$ cat config.mk
export PLATFORM = sky130hd
export DESIGN_NAME = uart_tx_buffered
export DESIGN_NICKNAME = d
export VERILOG_FILES = /design/src/rtl/uart_pkg.sv /design/src/rtl/sync_fifo.sv /design/src/rtl/uart_tx_buffered.sv
export SDC_FILE = /design/constraint.sdc
export NUM_CORES = 1
export LEC_CHECK = 0
export ABC_AREA = 1
export CAP_MARGIN = 5
export CORE_ASPECT_RATIO = 1.25
export CORE_MARGIN = 5
export CORE_UTILIZATION = 45
export CTS_CLUSTER_SIZE = 8
export DETAILED_ROUTE_END_ITERATION = 10
export GPL_ROUTABILITY_DRIVEN = 0
export GPL_TIMING_DRIVEN = 1
export PLACE_DENSITY = 0.61
export REMOVE_ABC_BUFFERS = 1
export SYNTH_ARGS = -nofsm -noshare
export SYNTH_HDL_FRONTEND = slang
export SYNTH_SLANG_ARGS = --single-unit
$ cat constraint.sdc
create_clock -name clk -period 4.1 [get_ports clk]
set_input_delay 0.82 -clock clk [delete_from_list [all_inputs] [get_ports clk]]
set_output_delay 0.82 -clock clk [all_outputs]
set_load 0.01 [all_outputs]
$ cat src/rtl/uart_pkg.sv
// Shared UART definitions: bit timing helpers, TX FSM encoding and frame length.
// The UART receiver uses these too.
package uart_pkg;

    // Start bit + 8 data bits + stop bit.
    localparam int unsigned FRAME_BITS = 10;

    typedef enum logic {
        StIdle,
        StFrame
    } tx_state_e;

    // Bit period in core clock cycles. The division truncates.
    function automatic int unsigned symbol_edge_time(input int unsigned clock_freq,
                                                     input int unsigned baud_rate);
        return clock_freq / baud_rate;
    endfunction

    // Baud counter width. A one-cycle bit period still needs one counter bit.
    function automatic int unsigned baud_cnt_width(input int unsigned clock_freq,
                                                   input int unsigned baud_rate);
        int unsigned set;
        set = clock_freq / baud_rate;
        return (set > 1) ? $clog2(set) : 1;
    endfunction

endpackage

$ cat src/rtl/sync_fifo.sv
// Single-clock FIFO. Its occupancy count is registered.
// A push while full or a pop while empty is ignored.
module sync_fifo #(
    parameter int unsigned WIDTH = 8,
    parameter int unsigned DEPTH = 4,
    localparam int unsigned PtrW = $clog2(DEPTH),
    localparam int unsigned CntW = $clog2(DEPTH + 1)
) (
    input  logic             clk,
    input  logic             rst_n,
    input  logic             push_i,
    input  logic [WIDTH-1:0] wdata_i,
    input  logic             pop_i,
    output logic [WIDTH-1:0] rdata_o,
    output logic             full_o,
    output logic             empty_o,
    output logic [CntW-1:0]  count_o
);

    logic [WIDTH-1:0] mem_q [DEPTH];
    logic [PtrW-1:0]  wr_ptr_q, wr_ptr_d;
    logic [PtrW-1:0]  rd_ptr_q, rd_ptr_d;
    logic [CntW-1:0]  count_q, count_d;
    logic             do_push, do_pop;

    assign full_o  = (count_q == CntW'(DEPTH));
    assign empty_o = (count_q == '0);
    assign count_o = count_q;
    assign rdata_o = mem_q[rd_ptr_q];

    assign do_push = push_i && !full_o;
    assign do_pop  = pop_i && !empty_o;

    // DEPTH is a power of two, so the pointers wrap on their own.
    always_comb begin
        wr_ptr_d = wr_ptr_q;
        rd_ptr_d = rd_ptr_q;
        count_d  = count_q;
        if (do_push) begin
            wr_ptr_d = wr_ptr_q + PtrW'(1);
        end
        if (do_pop) begin
            rd_ptr_d = rd_ptr_q + PtrW'(1);
        end
        case ({do_push, do_pop})
            2'b10:   count_d = count_q + CntW'(1);
            2'b01:   count_d = count_q - CntW'(1);
            default: count_d = count_q;
        endcase
    end

    always_ff @(posedge clk or negedge rst_n) begin
        if (!rst_n) begin
            wr_ptr_q <= '0;
            rd_ptr_q <= '0;
            count_q  <= '0;
        end else begin
            wr_ptr_q <= wr_ptr_d;
            rd_ptr_q <= rd_ptr_d;
            count_q  <= count_d;
        end
    end

    // Storage needs no reset: an entry is only read after it has been written.
    always_ff @(posedge clk) begin
        if (do_push) begin
            mem_q[wr_ptr_q] <= wdata_i;
        end
    end

endmodule

$ cat src/rtl/uart_tx_buffered.sv
// Buffered 8N1 UART transmitter. Bytes arrive over ready/valid and wait in a FIFO.
// Frames go out back-to-back while the FIFO holds data.
module uart_tx_buffered
    import uart_pkg::*;
#(
    parameter int unsigned CLOCK_FREQ = 125_000_000,
    parameter int unsigned BAUD_RATE  = 115_200,
    parameter int unsigned DEPTH      = 4
) (
    input  logic                       clk,
    input  logic                       rst_n,
    input  logic [7:0]                 data_in,
    input  logic                       data_in_valid,
    output logic                       data_in_ready,
    output logic                       serial_out,
    output logic                       tx_busy,
    output logic [$clog2(DEPTH+1)-1:0] fifo_count
);

    localparam int unsigned SymbolEdgeTime = symbol_edge_time(CLOCK_FREQ, BAUD_RATE);
    localparam int unsigned BaudW          = baud_cnt_width(CLOCK_FREQ, BAUD_RATE);
    localparam int unsigned BitIdxW        = $clog2(FRAME_BITS);
    localparam int unsigned FifoCntW       = $clog2(DEPTH + 1);

    localparam logic [BaudW-1:0]   BaudMax = BaudW'(SymbolEdgeTime - 1);
    localparam logic [BitIdxW-1:0] LastBit = BitIdxW'(FRAME_BITS - 1);

    tx_state_e                 state_q, state_d;
    logic [FRAME_BITS-1:0]     shift_q, shift_d;
    logic [BitIdxW-1:0]        bit_idx_q, bit_idx_d;
    logic [BaudW-1:0]          baud_q, baud_d;

    logic                      fifo_pop;
    logic                      fifo_full;
    logic                      fifo_empty;
    logic [7:0]                fifo_rdata;
    logic [FifoCntW-1:0]       fifo_cnt;

    sync_fifo #(
        .WIDTH (8),
        .DEPTH (DEPTH)
    ) u_fifo (
        .clk     (clk),
        .rst_n   (rst_n),
        .push_i  (data_in_valid && data_in_ready),
        .wdata_i (data_in),
        .pop_i   (fifo_pop),
        .rdata_o (fifo_rdata),
        .full_o  (fifo_full),
        .empty_o (fifo_empty),
        .count_o (fifo_cnt)
    );

    assign data_in_ready = !fifo_full;
    assign fifo_count    = fifo_cnt;
    assign tx_busy       = (state_q == StFrame) || (fifo_cnt != '0);

    // The shift register idles at all ones, so the line is driven straight from a flop.
    assign serial_out = shift_q[0];

    always_comb begin
        state_d   = state_q;
        shift_d   = shift_q;
        bit_idx_d = bit_idx_q;
        baud_d    = baud_q;
        fifo_pop  = 1'b0;

        unique case (state_q)
            StIdle: begin
                if (!fifo_empty) begin
                    fifo_pop  = 1'b1;
                    shift_d   = {1'b1, fifo_rdata, 1'b0};
                    bit_idx_d = '0;
                    baud_d    = '0;
                    state_d   = StFrame;
                end
            end
            StFrame: begin
                if (baud_q == BaudMax) begin
                    baud_d = '0;
                    if (bit_idx_q == LastBit) begin
                        // End of the stop bit. Chain straight into the next queued byte, if there is one.
                        bit_idx_d = '0;
                        if (!fifo_empty) begin
                            fifo_pop = 1'b1;
                            shift_d  = {1'b1, fifo_rdata, 1'b0};
                        end else begin
                            shift_d = '1;
                            state_d = StIdle;
                        end
                    end else begin
                        shift_d   = {1'b1, shift_q[FRAME_BITS-1:1]};
                        bit_idx_d = bit_idx_q + BitIdxW'(1);
                    end
                end else begin
                    baud_d = baud_q + BaudW'(1);
                end
            end
            default: begin
                state_d = StIdle;
                shift_d = '1;
            end
        endcase
    end

    always_ff @(posedge clk or negedge rst_n) begin
        if (!rst_n) begin
            state_q   <= StIdle;
            shift_q   <= '1;
            bit_idx_q <= '0;
            baud_q    <= '0;
        end else begin
            state_q   <= state_d;
            shift_q   <= shift_d;
            bit_idx_q <= bit_idx_d;
            baud_q    <= baud_d;
        end
    end

endmodule

==> impl_results.md, run 1 <==
- Syn. warnings: 0
- DP Worst Slack: 1500 ps
- Endpoints failing setup: 0
- Synth Instances: 333
- CP Capture Type: output port
- Area delta synth->final: 15.5%
- Clock-pin slew on the worst setup and hold paths: 70 ps
- Row count: 33
- TritonCTS Sinks: 64
- Area of the mapped netlist: between 3000 and 4000 sq um
- Clock Skew: 5.57 ps
- Pint: 1.27 mW
- FMAX: 0.372 GHz
- Iter 0 DRT Violations: 95
- Layout cells sized above 1: 0.100
- Router iterations before antenna repair: 4
- Top cell type's share of synthesized area: 0.313
- Reg2Reg Launch Point: bit_idx_q[1]
- Worst setup path category: flop to output port
- Synth Area per Inst: 9.21 sq um
- Placed insts: roughly 430
- First-pass GRT wire length: 9.94 mm
- TNS Setup: 0 ps
- Largest net degree at the start of global routing: 33
- DR vias/cell: approximately 4.8
- Maximum vdd drop: between 0.0002 and 0.0003 V
- Max stage delay on crit path: 490 ps
- Fill cell count: 611
- Die area: 8580 sq um
- Relative slew slack: 0.499
- Final wirelength: 5.49 mm
- Number of global-route vias before repair: about 2200
- Leakage: 1.57 nW
- CTS Buf Count: 9
- Antenna violations before repair: 0
- Cell taking the most area after synthesis: edfxtp_1
- Max-capacitance violation count: 0
- Number of nets with antenna violations after routing: 0
- Post-route setup slack: 1410 ps
- Starting Density: 0.464
- Layout Cells excl Fill: 447
- Root Driver: clkbuf_8
- Final hold violation count: 0
- Sequential share of the synthesized area: 0.578
- CP required: around 3300 ps
- Tmin final: 2690 ps
- Clock H-tree levels: 3
- Post-layout net count: between 300 and 400
- WHS Path Cells: 2
- Sw Share: 0.254
- Unrepaired setup endpoints after global routing: false
- CP delay by family, top: buffers and inverters
- WL/cell: 12.3 um
- CP Max Fanout: 10
- Final period util: 0.656
- Worst setup startpoint: u_fifo.count_o[1]
- CTS tree: done
- Bufs and invs on worst path: 2
- Critical Path Source Type: flop
- Tightest Pin Transition: 749 ps
- CP Cell Sequence: nor2_2 -> nand2_2 -> nor2_4 -> inv_2 -> clkdlybuf4s50_1
- Slowest CP cell: clkdlybuf4s50_1
- Worst skew pair latency: 340 ps
- Outcome: finished, final reports clean
- Clk network pwr share: 0.386
- # diodes: 0
- #FFs+latches synth: 64
- WP depth: 5
- Die Width: 83.8 um
- Core ar.: 6610 sq um
- Max-slew violation count: 0
- CTS max path bufs: 2
- DR DRC count: 0
- Most frequent cells in the layout: 124 x nand2_1, 32 x edfxtp_1, 28 x inv_1
- # IOs: 17
- Switch Pwr: 0.434 mW
- Post-DP HPWL: 3.85 mm
- Top cells by area, synth: edfxtp_1 31%, dfrtp_1 19%, nand2_1 15%
- Tot GR Track Use: 0.146
- Port bufs: 16
- Flop pwr share: 0.473
- GR Overflow Total: 0
- Hold Path Class: flop to flop
- Cells on worst reg2reg path: 14
- Commonest non-fill, non-tap cell in the layout: nand2_1
- Chip height: 102 um
- Hold Buf Count CTS: 0
- Power Density: 482 nW/um^2
- CP arrival: ~1900 ps
- Hold Path Origin: shift_q[4]
- Vias: roughly 2100
- Comb pwr share: 0.140
- Placed Instance Area: 3300 sq um
- Resized cells post-CTS: 0
- Final Cell Area: 3540 sq um
- Unique masters post-synth: 30
- Post-CTS Setup Inserts: 0
==> power groups by stage <==
stage	clock network [mW]	registers (mW)	logic, mW
6_report	0.659	0.807	0.239
3_5_place_dp	0	0.821	0.246
3_3_place_gp	0	0.819	0.244
2_1_floorplan	0	0.821	0.141
4_1_cts	0.672	0.807	0.247
5_1_grt	0.705	0.817	0.271
==> flip-flops by register name (all words and copies together) (netlist names) <==
name             count
shift_q              9
state_q              1
bit_idx_q            4
u_fifo.wr_ptr_q      2
u_fifo.count_o       3
u_fifo.rd_ptr_q      2
u_fifo.mem_q        32
baud_q              11
==> path summary, 6_finish.rpt <==
check	to	slack (ps)
setup / recovery	tx_busy	1410
hold / removal	shift_q[4]	470
setup reg to reg	u_fifo.count_o[2]	1770
hold reg to reg	shift_q[4]	470
max in group asynchronous	shift_q[6]	2880
min in group asynchronous	baud_q[6]	880
==> tightest hold or removal path: cells and delay by family (launching register included) <==
kind / cells / cell delay [ps]
simple gates: 2 / 100
flops: 1 / 370
==> routing by layer <==
metal | share of wire | GRT usage | wire (um) | vias to the layer above
met2 | 0.49 | 0.245 | 2670 | 29
met5 | 0 | 0 | 0 | -
met1 | 0.46 | 0.177 | 2540 | 989
met3 | 0.032 | 0.0355 | 175 | 11
li1 | - | - | - | 1117
met4 | 0.020 | 0.0755 | 112 | 0
==> cell families after synthesis <==
logic type / after synthesis / share of synthesized area
compound gates: 22 / 0.0384
xor+xnor: 10 / 0.0286
fa+ha+maj: 10 / 0.0432
simple gates: 191 / 0.260
buf+inv: 36 / 0.0518
flops: 64 / 0.578
==> layout make-up <==
cell class              instances  area, sq um  area share
well taps                      87          109      0.0307
clock buffers                   9          124      0.0350
clock inverters                 7          120      0.0339
repair buffers                 17          168      0.0473
multi-input cells             233         1130       0.320
inverters                      30          113      0.0318
flip-flops and latches         64         1770       0.501
==> synthesized netlist by cell type <==
| master | number |
|---|---|
| xnor2_1 | 4 |
| dfrtp_1 | 23 |
| dfstp_2 | 9 |
| buf_2 | 1 |
| nand3_2 | 1 |
| o211ai_1 | 1 |
| nand2_4 | 1 |
| nor3_1 | 1 |
| ha_1 | 9 |
| nand3b_1 | 1 |
| buf_4 | 2 |
| o21ai_0 | 10 |
| nor2_4 | 1 |
| nand3_1 | 27 |
| o22ai_1 | 1 |
| fa_1 | 1 |
| xor2_1 | 6 |
| nand2_1 | 124 |
| buf_6 | 2 |
| a21oi_1 | 9 |
| nand4_1 | 3 |
| nand2_2 | 3 |
| inv_2 | 1 |
| inv_1 | 28 |
| nor2_1 | 27 |
| clkinv_1 | 1 |
| o21ai_2 | 1 |
| edfxtp_1 | 32 |
| clkbuf_1 | 1 |
| nor2_2 | 2 |
==> through the flow <==
stage	hold WS [ps]	util	total power, mW
after CTS	471	0.536	1.73
after detailed placement	458	0.499	1.07
final	470	0.536	1.70
after floorplan	448	-	0.962
after global placement	457	0.499	1.06
after global routing	490	0.536	1.79
(Power assumes the default switching activity.)
==> run 2, diff against run 1 <==
--- a/config.mk
+++ b/config.mk
@@ -14,7 +14,7 @@
 export DETAILED_ROUTE_END_ITERATION = 10
 export GPL_ROUTABILITY_DRIVEN = 0
 export GPL_TIMING_DRIVEN = 1
-export PLACE_DENSITY = 0.61
+export PLACE_DENSITY = 0.63
 export REMOVE_ABC_BUFFERS = 1
 export SYNTH_ARGS = -nofsm -noshare
 export SYNTH_HDL_FRONTEND = slang
==> constraint.sdc (replaced) <==
create_clock -name clk -period 2.4 [get_ports clk]
set_input_delay 0.48 -clock clk [delete_from_list [all_inputs] [get_ports clk]]
set_output_delay 0.48 -clock clk [all_outputs]
set_load 0.01 [all_outputs]
==> run 2 against run 1 <==
Compared with the run above: first-iteration DRC count down 9.5%; via count up 3.2%; sequential share of layout area down 0.47 points; flip-flop and latch count unchanged; die area unchanged; setup slack worse by 1200 ps; sequential power up 71%; global-route usage up 0.24 points; register-to-register slack worse by 1600 ps; critical path depth unchanged; worst hold slack worse by 4.2 ps; utilization up 0.51 points; highest routed layer unchanged.
==> impl_results.md, run 2 (synthesis gave the netlist of run 1 again) <==
- Commonest non-fill, non-tap cell in the layout: nand2_1
- Root Driver: clkbuf_8
- Die Width: 83.8 um (unchanged)
- Router iterations before antenna repair: 4 (unchanged)
- Power Density: 750 nW/um^2 (+56%)
- GR Overflow Total: 0 (unchanged)
- CTS max path bufs: 2 (unchanged)
- Area delta synth->final: 16.6%
- Chip height: 102 um (unchanged)
- Clock H-tree levels: 3 (unchanged)
- Worst skew pair latency: 350 ps (about the same)
- CP arrival: 1710 ps (-160 ps)
- TritonCTS Sinks: 64 (unchanged)
- Tightest Pin Transition: 446 ps (-303 ps)
- CP Cell Sequence: nor2_2 -> nand2_2 -> nor2_4 -> inv_2 -> clkdlybuf4s50_1
- Post-DP HPWL: 4.04 mm (+4.9%)
- Antenna violations before repair: 0 (unchanged)
- WL/cell: 12.8 um (+4.3%)
- Post-layout net count: 388 (+3.2%)
- Layout cells sized above 1: 0.137 (+0.0371)
- Max reg flops: 32 (unchanged)
- # diodes: 0 (unchanged)
- First-pass GRT wire length: 9.88 mm (-0.56%)
- Number of nets with antenna violations after routing: 0 (unchanged)
- Iter 0 DRT Violations: 86 (-9.5%)
- Max-capacitance violation count: 0 (unchanged)
- Max-slew violation count: 0 (unchanged)
- DP Worst Slack: 131 ps (-1360 ps)
- Row count: 33 (unchanged)
- Relative slew slack: 0.703 (+0.204)
- Unrepaired setup endpoints after global routing: false
- Maximum vdd drop: 0.000620 V (+120%)
- Most frequent cells in the layout: 123 x nand2_1, 32 x edfxtp_1, 28 x inv_1
- DR vias/cell: 4.83 (+0.52%)
- TNS Setup: 0 ps (unchanged)
- Endpoints failing setup: 0 (unchanged)
- Top reg by flops: u_fifo.mem_q
- CP required: 1920 ps (-1360 ps)
- CP delay by family, top: buffers and inverters
- Final hold violation count: 0 (unchanged)
- Regs by FF count: u_fifo.mem_q: 32 flops, baud_q: 11 flops, shift_q: 9 flops
- Final wirelength: 5.88 mm (+7.1%)
- Critical Path Source Type: flop
- Slowest CP cell: clkdlybuf4s50_1
- CP Max Fanout: 4 (-6)
- CTS Buf Count: 9 (unchanged)
- Core ar.: 6610 sq um (unchanged)
- # IOs: 17 (unchanged)
- Leakage: 1.60 nW (+1.8%)
- FMAX: 0.457 GHz
- Hold Path Class: flop to flop
- Largest net degree at the start of global routing: 33 (unchanged)
- DR DRC count: 0 (unchanged)
- Tmin final: 2190 ps
- Die area: 8580 sq um (unchanged)
- Layout Cells excl Fill: 459 (+2.7%)
- Post-route setup slack: 213 ps (-1200 ps)
- Final Cell Area: 3570 sq um (+0.95%)
- Fill cell count: 632 (+3.4%)
- Bufs and invs on worst path: 2 (unchanged)
- Worst setup path category: flop to output port
- Vias: 2215 (+3.2%)
- Clock Skew: 10.4 ps (+4.84 ps)
- CTS tree: done
- Port bufs: 16 (unchanged)
- CP Capture Type: output port
- Outcome: finished, final reports clean
- Max stage delay on crit path: 470 ps (-20 ps)
- Starting Density: 0.464 (unchanged)
- Placed insts: 441 (+2.3%)
- Clock-pin slew on the worst setup and hold paths: 70 ps (about the same)
- Tot GR Track Use: 0.149 (+0.00236)
- Final period util: 0.911
- Placed Instance Area: 3370 sq um (+2.3%)
- Number of global-route vias before repair: 2156 (-0.60%)
-- run 2: cell count changes in the layout (fill, tap and decap cells not counted) --
cell / change
o21ai_1: +1
o21ai_0: -1
nand2_1: -1
bufinv_16: -3
ha_2: +1
fa_2: +1
inv_6: +1
fa_1: -1
nand2_2: +1
clkinv_4: +2
buf_4: +12
ha_1: -1
-- run 2: path summary, 6_finish.rpt --
kind                              startpoint                end  slack, ps  cells past startpoint
setup reg to reg                   baud_q[1]  u_fifo.count_o[2]        210                     13
hold reg to reg                   shift_q[0]         shift_q[0]        470                      2
min in group asynchronous              rst_n          baud_q[4]        530                      2
hold / removal                    shift_q[0]         shift_q[0]        470                      2
setup / recovery           u_fifo.count_o[1]            tx_busy        210                      5
max in group asynchronous              rst_n         shift_q[7]       1530                      2
-- run 2: routing by layer --
metal	part of all wire	up-vias	global-route usage
met2	0.51	19	0.261
met3	0.028	9	0.0355
met5	0	-	0
li1	-	1138	-
met4	0.021	0	0.0854
met1	0.44	1049	0.166
-- run 2: final cells by class --
cell class,count,area [sq um],area share
flip-flops and latches,64,1770,0.496
repair buffers,29,258,0.0721
clock inverters,7,56.3,0.0158
well taps,87,109,0.0305
clock buffers,9,124,0.0347
inverters,30,113,0.0315
multi-input cells,233,1140,0.320
-- run 2: power by group --
group	total [mW]	internal [mW]	leakage [nW]	switching, mW
clock network	0.847	0.383	0.0898	0.464
logic	0.460	0.197	0.829	0.263
registers	1.38	1.32	0.677	0.0600
total	2.68	1.89	1.60	0.788
-- run 2: stage by stage --
| stage | total power [mW] | utilization | hold slack (ps) |
|---|---|---|---|
| after floorplan | 1.64 | - | 184 |
| after global placement | 1.85 | 0.510 | 457 |
| after detailed placement | 1.86 | 0.510 | 456 |
| after CTS | 2.71 | 0.538 | 469 |
| after global routing | 2.83 | 0.541 | 480 |
| final | 2.68 | 0.541 | 466 |
-- run 2: repair_timing --
action | 4_1_cts | 5_1_grt
gates resized for setup | 0 | 4
setup endpoints to repair | 0 | 1
buffers inserted | 0 | 2
endpoints found under the hold margin | 0 | 0
hold buffers | 0 | 0
-- run 2: worst min-delay path, stage by stage, from the launching register on --
cell and delay (ps):
dfstp_2 370, nand2_1 50, nand2_1 50
